**config.mk**
```make
export PLATFORM = sky130hd
export DESIGN_NAME = target_spawner
export DESIGN_NICKNAME = d
export VERILOG_FILES = /design/src/rtl/target_pkg.sv /design/src/rtl/target_slot.sv /design/src/rtl/target_spawner.sv
export SDC_FILE = /design/constraint.sdc
export NUM_CORES = 1
export LEC_CHECK = 0
export ABC_CLOCK_PERIOD_IN_PS = 15700
export BUFFER_PORTS_ARGS = -buffer_cell sky130_fd_sc_hd__buf_4
export CORE_ASPECT_RATIO = 0.9
export CORE_MARGIN = 4
export CORE_UTILIZATION = 65
export CTS_CLUSTER_DIAMETER = 150
export CTS_CLUSTER_SIZE = 12
export DETAILED_ROUTE_END_ITERATION = 8
export MAX_ROUTING_LAYER = met4
export PLACE_DENSITY = 0.87
export SETUP_SLACK_MARGIN = 0.4
export SYNTH_ARGS = -nofsm -noshare
export SYNTH_HDL_FRONTEND = slang
export SYNTH_HIERARCHICAL = 1
export SYNTH_SLANG_ARGS = --single-unit
```
**constraint.sdc**
```tcl
create_clock -name clock -period 15.7 [get_ports clock]
set_clock_uncertainty 0.2 [all_clocks]
set_input_delay 3.14 -clock clock [delete_from_list [all_inputs] [get_ports clock]]
set_output_delay 3.14 -clock clock [all_outputs]
set_load 0.02 [all_outputs]
```
**src/rtl/target_pkg.sv**
```systemverilog
// Shared constants and arithmetic helpers for the target spawner and its slots.
package target_pkg;

  localparam int unsigned NUM_TARGETS = 10;
  localparam int unsigned AGE_W       = 4;

  function automatic logic [31:0] popcount(input logic [NUM_TARGETS-1:0] v);
    logic [31:0] c;
    c = '0;
    for (int i = 0; i < NUM_TARGETS; i++) begin
      c = c + {31'b0, v[i]};
    end
    return c;
  endfunction

  function automatic logic [31:0] sat_add32(input logic [31:0] a, input logic [31:0] b);
    logic [32:0] s;
    s = {1'b0, a} + {1'b0, b};
    return s[32] ? 32'hFFFF_FFFF : s[31:0];
  endfunction

endpackage

```
**src/rtl/target_slot.sv**
```systemverilog
// One target slot: live bit plus age in spawn ticks; reports hit, expiry and wrong-press events.
module target_slot
  import target_pkg::*;
#(
  parameter int unsigned LIFETIME_TICKS = 4
) (
  input  logic clk_i,
  input  logic rst_i,
  input  logic tick_i,
  input  logic press_i,
  input  logic spawn_i,
  output logic active_o,
  output logic hit_evt_o,
  output logic expire_evt_o,
  output logic wrong_evt_o
);

  logic             active_q, active_d;
  logic [AGE_W-1:0] age_q, age_d, age_inc;

  always_comb begin
    active_d     = active_q;
    age_d        = age_q;
    hit_evt_o    = 1'b0;
    expire_evt_o = 1'b0;
    wrong_evt_o  = 1'b0;
    age_inc      = age_q + AGE_W'(1);
    // A press takes priority over ageing, so a hit in the expiry tick still scores.
    if (press_i) begin
      if (active_q) begin
        active_d  = 1'b0;
        age_d     = '0;
        hit_evt_o = 1'b1;
      end else begin
        wrong_evt_o = 1'b1;
      end
    end else if (tick_i && active_q) begin
      if (age_inc == AGE_W'(LIFETIME_TICKS)) begin
        active_d     = 1'b0;
        age_d        = '0;
        expire_evt_o = 1'b1;
      end else begin
        age_d = age_inc;
      end
    end
    if (spawn_i && !active_q) begin
      active_d = 1'b1;
      age_d    = '0;
    end
  end

  always_ff @(posedge clk_i or posedge rst_i) begin
    if (rst_i) begin
      active_q <= 1'b0;
      age_q    <= '0;
    end else begin
      active_q <= active_d;
      age_q    <= age_d;
    end
  end

  assign active_o = active_q;

endmodule

```
**src/rtl/target_spawner.sv**
```systemverilog
// Spawns targets from the random index stream on a periodic tick, ages them out and scores hits.
module target_spawner
  import target_pkg::*;
#(
  parameter int unsigned SPAWN_PERIOD   = 25000000,
  parameter int unsigned LIFETIME_TICKS = 4
) (
  input  logic                   clock,
  input  logic                   reset,
  input  logic                   enable,
  input  logic [31:0]            ranNumTen,
  input  logic [NUM_TARGETS-1:0] hit,
  output logic [NUM_TARGETS-1:0] active,
  output logic [31:0]            score,
  output logic [31:0]            miss_count,
  output logic                   spawn_pulse
);

  localparam int unsigned CntW = (SPAWN_PERIOD > 1) ? $clog2(SPAWN_PERIOD) : 1;

  logic [CntW-1:0]        cnt_q, cnt_d;
  logic [NUM_TARGETS-1:0] hit_prev_q;
  logic [31:0]            score_q, score_d;
  logic [31:0]            miss_q, miss_d;
  logic                   pulse_q, pulse_d;

  logic                   tick;
  logic [NUM_TARGETS-1:0] press, spawn_sel, hit_evt, expire_evt, wrong_evt;

  assign tick  = enable && (cnt_q == CntW'(SPAWN_PERIOD - 1));
  assign press = hit & ~hit_prev_q;

  // Out-of-range indices match no slot, so they silently produce no spawn.
  always_comb begin
    spawn_sel = '0;
    for (int i = 0; i < NUM_TARGETS; i++) begin
      spawn_sel[i] = tick && (ranNumTen == 32'(i));
    end
  end

  for (genvar i = 0; i < NUM_TARGETS; i++) begin : g_slot
    target_slot #(
      .LIFETIME_TICKS(LIFETIME_TICKS)
    ) u_slot (
      .clk_i       (clock),
      .rst_i       (reset),
      .tick_i      (tick),
      .press_i     (press[i]),
      .spawn_i     (spawn_sel[i]),
      .active_o    (active[i]),
      .hit_evt_o   (hit_evt[i]),
      .expire_evt_o(expire_evt[i]),
      .wrong_evt_o (wrong_evt[i])
    );
  end

  always_comb begin
    cnt_d   = cnt_q;
    if (tick) begin
      cnt_d = '0;
    end else if (enable) begin
      cnt_d = cnt_q + CntW'(1);
    end
    score_d = sat_add32(score_q, popcount(hit_evt));
    miss_d  = sat_add32(sat_add32(miss_q, popcount(expire_evt)), popcount(wrong_evt));
    pulse_d = |(spawn_sel & ~active);
  end

  always_ff @(posedge clock or posedge reset) begin
    if (reset) begin
      cnt_q      <= '0;
      hit_prev_q <= '0;
      score_q    <= '0;
      miss_q     <= '0;
      pulse_q    <= 1'b0;
    end else begin
      cnt_q      <= cnt_d;
      hit_prev_q <= hit;
      score_q    <= score_d;
      miss_q     <= miss_d;
      pulse_q    <= pulse_d;
    end
  end

  assign score       = score_q;
  assign miss_count  = miss_q;
  assign spawn_pulse = pulse_q;

endmodule

```
# [After elaboration in Yosys (flattened, before gate mapping)]
# Index checks and enable logic that the tools add are counted.
[word_totals] ff_bits=150
[op_classes] addsub=41 eq_ne=30 mux=165 n_bitwise=4 reduce_logical=84
[ops] cell="$mux W4" n=50
[ops] cell="$eq A32 B3 Y1 const B" n=4
[ops] cell="$mux W1" n=110
[ops] cell="$add A32 B10 Y33" n=3
[ops] cell="$mux W32" n=3
[ops] cell="$eq A32 B2 Y1 const B" n=2
[ops] cell="$eq A32 B4 Y1 const B" n=2
[ops] cell="$reduce_bool A3 Y1" n=20
[ops] cell="$mux W25" n=2
[ops] cell="$add A4 B1 Y4 const B" n=10
[ops] cell="$eq A4 B3 Y1 const B" n=10
[ops] cell="$reduce_and A2 Y1" n=20
[ops] cell="$eq A32 B1 Y1 const B" n=1
[ops] cell="$logic_not A32 Y1" n=1
[ops] cell="$logic_and A1 B1 Y1" n=31
[ops] cell="$add A9 B1 Y10" n=3
[ops] cell="$ne A3 B1 Y1 const B" n=10
[ops] cell="$add A8 B1 Y9" n=3
[ops] cell="$add A25 B1 Y25 const B" n=1
[ops] cell="$eq A25 B25 Y1 const B" n=1
[ops] cell="$add A7 B1 Y8" n=3
[ops] cell="$add A6 B1 Y7" n=3
[ops] cell="$and A10 B10 Y10" n=2
[ops] cell="$not A10 Y10" n=2
[ops] cell="8 further kinds" n=27

# [Logic depth before layout (Yosys ltp)]
[depth] word_depth=18 ltp_mapped=37

# [Modules after synthesis]
# Netlist, hierarchy kept.
[modules_own_cells] module="target_spawner" n_inst=1 cells_per_inst=798 area_each_um2=7081.8 seq_area_each_um2=2502.4
[modules_own_cells] module="target_slot" n_inst=10 cells_per_inst=39 area_each_um2=352.8 seq_area_each_um2=125.1

# [Worst setup path before layout]
# OpenSTA, ideal clock, no wires.
[synth_timing] path_type="input-to-reg" start="input port enable" end="register miss_q[24] (netlist: miss_count[24])" t_arrival_ps=12362 required_time_ps=15369 setup_slack_ps=3007 stages=35 n_path_buf=6 cell_sequence="nand4_1 or2_2 clkbuf_1 nor3_1 clkbuf_1 inv_1 or2_1 nor2_1 fa_1 inv_1 fa_1 fa_1 inv_1 fa_1 fa_1 a211oi_2 or4_1 buf_2 or4_4 buf_6 clkbuf_1 nand2b_1 fa_1 inv_1 fa_1 fa_1 inv_1 fa_1 a21o_1 a21oi_1 a21oi_2 and4_1 buf_2 and4_1 or3b_1"
[synth_via] elab_chain_cells=17 word_cells_on_any_way=44 classes_between="add/sub: 11; mux: 22; reduce/logical: 11"
[synth_rtl] element="start, declared" line="target_spawner.sv:10" source="input logic enable,"
[synth_rtl] element="$logic_and A1 B1 Y1" line="target_spawner.sv:30" source="assign tick = enable && (cnt_q == CntW'(SPAWN_PERIOD - 1));"
[synth_rtl] element="via tick" line="target_spawner.sv:27" source="logic tick;"
[synth_rtl] element="$logic_and A1 B1 Y1" line="target_slot.sv:37" source="end else if (tick_i && active_q) begin"
[synth_rtl] element="$mux W1" line="target_slot.sv:37"
[synth_rtl] element="$mux W1" line="target_slot.sv:29" source="if (press_i) begin"
[synth_rtl] element="via expire_evt[0]" line="target_spawner.sv:28" source="logic [NUM_TARGETS-1:0] press, spawn_sel, hit_evt, expire_evt, wrong_evt;"
[synth_rtl] element="$add A1 B1 Y2" line="target_pkg.sv:11" source="c = c + {31'b0, v[i]};"
[synth_rtl] element="$add A2 B1 Y3" line="target_pkg.sv:11"
[synth_rtl] element="[4 not listed]"
[synth_rtl] element="$add A7 B1 Y8" line="target_pkg.sv:11"
[synth_rtl] element="$add A8 B1 Y9" line="target_pkg.sv:11"
[synth_rtl] element="$add A9 B1 Y10" line="target_pkg.sv:11"
[synth_rtl] element="$add A32 B10 Y33" line="target_pkg.sv:18" source="s = {1'b0, a} + {1'b0, b};"
[synth_rtl] element="$mux W32" line="target_pkg.sv:19" source="return s[32] ? 32'hFFFF_FFFF : s[31:0];"
[synth_rtl] element="$add A32 B10 Y33" line="target_pkg.sv:18"
[synth_rtl] element="$mux W32" line="target_pkg.sv:19"
[synth_rtl] element="via miss_d[24]" line="target_spawner.sv:24" source="logic [31:0] miss_q, miss_d;"
[synth_rtl] element="end signal, assigned" line="target_spawner.sv:80" source="miss_q <= miss_d;"
[synth_rtl] element="end, declared" line="target_spawner.sv:24"
# The timed path passes the listed nets, and every way through them passes these cells.
# A chain may end at the register's enable or synchronous reset.

# [Worst setup path after layout]
[layout_timing] start="input port enable" end="register miss_q[31] (netlist: miss_count[31])"
[layout_via] elab_chain_cells=17 word_cells_on_any_way=44 classes_between="add/sub: 11; mux: 22; reduce/logical: 11"
[layout_rtl] element="$logic_and A1 B1 Y1" line="target_spawner.sv:30"
[layout_rtl] element="$logic_and A1 B1 Y1" line="target_slot.sv:37"
[layout_rtl] element="$mux W1" line="target_slot.sv:37"
[layout_rtl] element="$mux W1" line="target_slot.sv:29"
[layout_rtl] element="via expire_evt[0]" line="target_spawner.sv:28"
[layout_rtl] element="$add A1 B1 Y2" line="target_pkg.sv:11"
[layout_rtl] element="$add A2 B1 Y3" line="target_pkg.sv:11"
[layout_rtl] element="$add A3 B1 Y4" line="target_pkg.sv:11"
[layout_rtl] element="[3 not listed]"
[layout_rtl] element="$add A7 B1 Y8" line="target_pkg.sv:11"
[layout_rtl] element="$add A8 B1 Y9" line="target_pkg.sv:11"
[layout_rtl] element="$add A9 B1 Y10" line="target_pkg.sv:11"
[layout_rtl] element="$add A32 B10 Y33" line="target_pkg.sv:18"
[layout_rtl] element="$mux W32" line="target_pkg.sv:19"
[layout_rtl] element="$add A32 B10 Y33" line="target_pkg.sv:18"
[layout_rtl] element="$mux W32" line="target_pkg.sv:19"
[layout_rtl] element="via miss_d[31]" line="target_spawner.sv:24"
# The timed path passes the listed nets, and every way through them passes these cells.

==> metrics <==
min-delay src=cnt_q[2]; setup tns final=0 ps; combinational power share=between 20% and 30%; Routed Wire Length=27200 µm; Crit Reg-Reg Startpoint=cnt_q[15]; Int Pwr=739 µW; diode count=0; initial core utilization=66.0%; Slew Viols, Final=0; clock share of power=between 30% and 40%; maximum clock frequency=a little over 80 MHz; max-cap viol count=0; Peak VDD IR=around 0.00011 V; CTS H-tree lvls=4; synthesis warning total=6; Final Setup Violations=0; Total GRT Usage=31.1%; Main synth FF type=dfrtp_1; Yosys cell types=78; post_cts resized=0; CP Capture Type=register; sequential share of power=39.5%; vias per cell=6.23; critical path fanouts, max=39; largest net degree at the start of global routing=53; Die Area=roughly 0.018 mm²; EDFF count, synth=0; Sw Pwr=400 µW; worst hold slack=slightly below 300 ps; Core Region=0.0161 mm²; DRT Pass-1 Iters=6; FFs w/ async S/R, synth=100%; Final Cycle Share=between 70% and 80%; mapped cell area=0.0106 mm²; root buffer cell=clkbuf_16; CP most frequent cell=fa_1; first-pass GRT wire length=45000 µm; number of synthesized register bits=150; Post-CTS Setup Inserts=0; status=finished, final reports clean; IO buf count=119; CP Launch Type=input port; initial antenna violation count=0; Die Ht=about 130 µm; CTS Buf Count=17; RSZ-0062 raised after global routing=false; Avg Synthesized Cell Area=between 8 and 9 µm²; CP max-delay cell=buf_4; Critical Path AT=12400 ps; CP peak stage delay=540 ps; Fin. Hold Viols=0; routability cong.=1.04; Post-DP HPWL=20000 µm; hold_buf cts=0; area growth from synthesis to final layout=15.6%; Crit. Startpoint=enable; final net count=1407; Worst-Skew Late Latency=about 440 ps; CP required=around 16000 ps; Pleak=roughly 0.0057 µW; via count=9502; PwrDens=92.9 mW/mm²; Ports=120; critical path type=input port to register; clk sink count=150; worst-margin pin slew=937 ps; CTS tree=yes; Overflow after GRT=0; Worst slew margin=37.6%; Post-Syn Nets=1290; CTS clk-pin slew, worst paths=70 ps; DRC viols=0; DRT iter0 DRCs=960; Post-DRT Antenna Nets=0; CP bufs+invs=7; family with the most delay on the worst path=adder cells; layout cells sized above 1=a little under a fifth; Row Count=44; Cells after Synth=1188; min-delay worst type=register to register; Sw Share=35.1%; post-route minimum period=12290 ps; post-synthesis sequential area ratio=35.4%; Max clock buf depth=2; Die W=approximately 140 µm; wire per inst=17.8 µm; vias in the first global route=9112
-- worst paths after layout --
path                                             end  slack [ps]  cells past startpoint
min reg2reg                                 cnt_q[2]         300                      1
max reg2reg                           miss_count[31]        5550                     30
min in group asynchronous  g_slot[5].u_slot/active_o        2500                      2
max in group asynchronous             miss_count[27]       11520                      3
max                                   miss_count[31]        3410                     31
min                                         cnt_q[2]         300                      1
-- sequential cells by signal, summed over array words and instances, names as in the netlist --
signal                  flops
miss_count                 32
hit_prev_q                 10
spawn_pulse                 1
score                      32
cnt_q                      25
g_slot.u_slot/active_o     10
g_slot.u_slot/age_q        40
-- cell type report --
cell class	count	area, µm²
Clock buffer	17	425
Multi-Input combinational cell	936	6440
Tap cell	207	259
Fill cell	1147	3810
Clock inverter	15	166
Sequential cell	150	3750
Timing Repair Buffer	123	923
Inverter	77	292
-- per-stage QoR --
stage / std cells / total power, µW / setup WS, ps / cell area (µm²) / utilization (%)
floorplan: 1188 / 644 / 3010 / 10600 / -
global placement: 1493 / 723 / 3410 / 11700 / 72.6
detailed placement: 1493 / 730 / 3150 / 11700 / 72.6
CTS: 1525 / 1140 / 3600 / 12300 / 76.3
global route: 1525 / 1200 / 2930 / 12300 / 76.3
finish: 1525 / 1140 / 3410 / 12300 / 76.3
-- power by group through the flow --
stage / Clock [µW] / Combinational, µW / Sequential [µW]
final: 410 / 278 / 450
after detailed placement: 0 / 275 / 455
after global routing: 433 / 312 / 453
after CTS: 413 / 276 / 448
after floorplan: 0 / 188 / 456
after global placement: 0 / 268 / 455
-- cell usage after synthesis, types with 30 or more instances --
cell type  count  area, µm²
inv_1         77        289
nand3_1       58        290
a21oi_1       41        205
ha_1          36        450
nor2_1        94        353
dfrtp_1      150       3750
nand2b_1      34        213
nand2_1      125        469
o21ai_0       59        295
xnor2_1       44        385
xor2_1        30        263
-- logic make-up after synthesis --
family | share of synthesized area, %
XOR/XNOR | 6.11
AND/OR/NAND/NOR | 28.1
AO/OA/AOI/OAI | 16.0
adder cells (fa/ha/maj) | 8.21
flip-flops | 35.4
buffers and inverters | 3.94
multiplexers | 2.26
-- routing by layer --
| layer | GRT usage, % | vias up | routed length, µm |
|---|---|---|---|
| li1 | - | 4472 | - |
| met1 | 43.2 | 4524 | 11600 |
| met2 | 47.5 | 446 | 12700 |
| met3 | 5.72 | 60 | 2360 |
| met4 | 8.38 | 0 | 524 |
| met5 | - | - | 0 |
-- placed cells by master (no fill, tap or decap), types with 11 or more instances in the layout --
cell type  instances
a21oi_1           41
and2_1            17
mux2i_1           15
o22ai_1           12
ha_1              36
o31ai_1           12
nand2_1          125
or3_1             12
nor3_1            23
nand4_1           23
o2bb2ai_1         11
xnor2_1           44
fa_1              21
and3_1            17
o21ai_0           59
o21ai_1           11
nor4_1            20
nand2b_1          34
buf_4            123
xor2_1            30
nand3_1           58
nand3b_1          14
clkbuf_16         17
nor2b_1           24
and4_1            13
nor2_1            94
inv_1             76
o211ai_2          21
o21ai_2           11
dfrtp_1          150
Power figures use the tool's default switching activity.
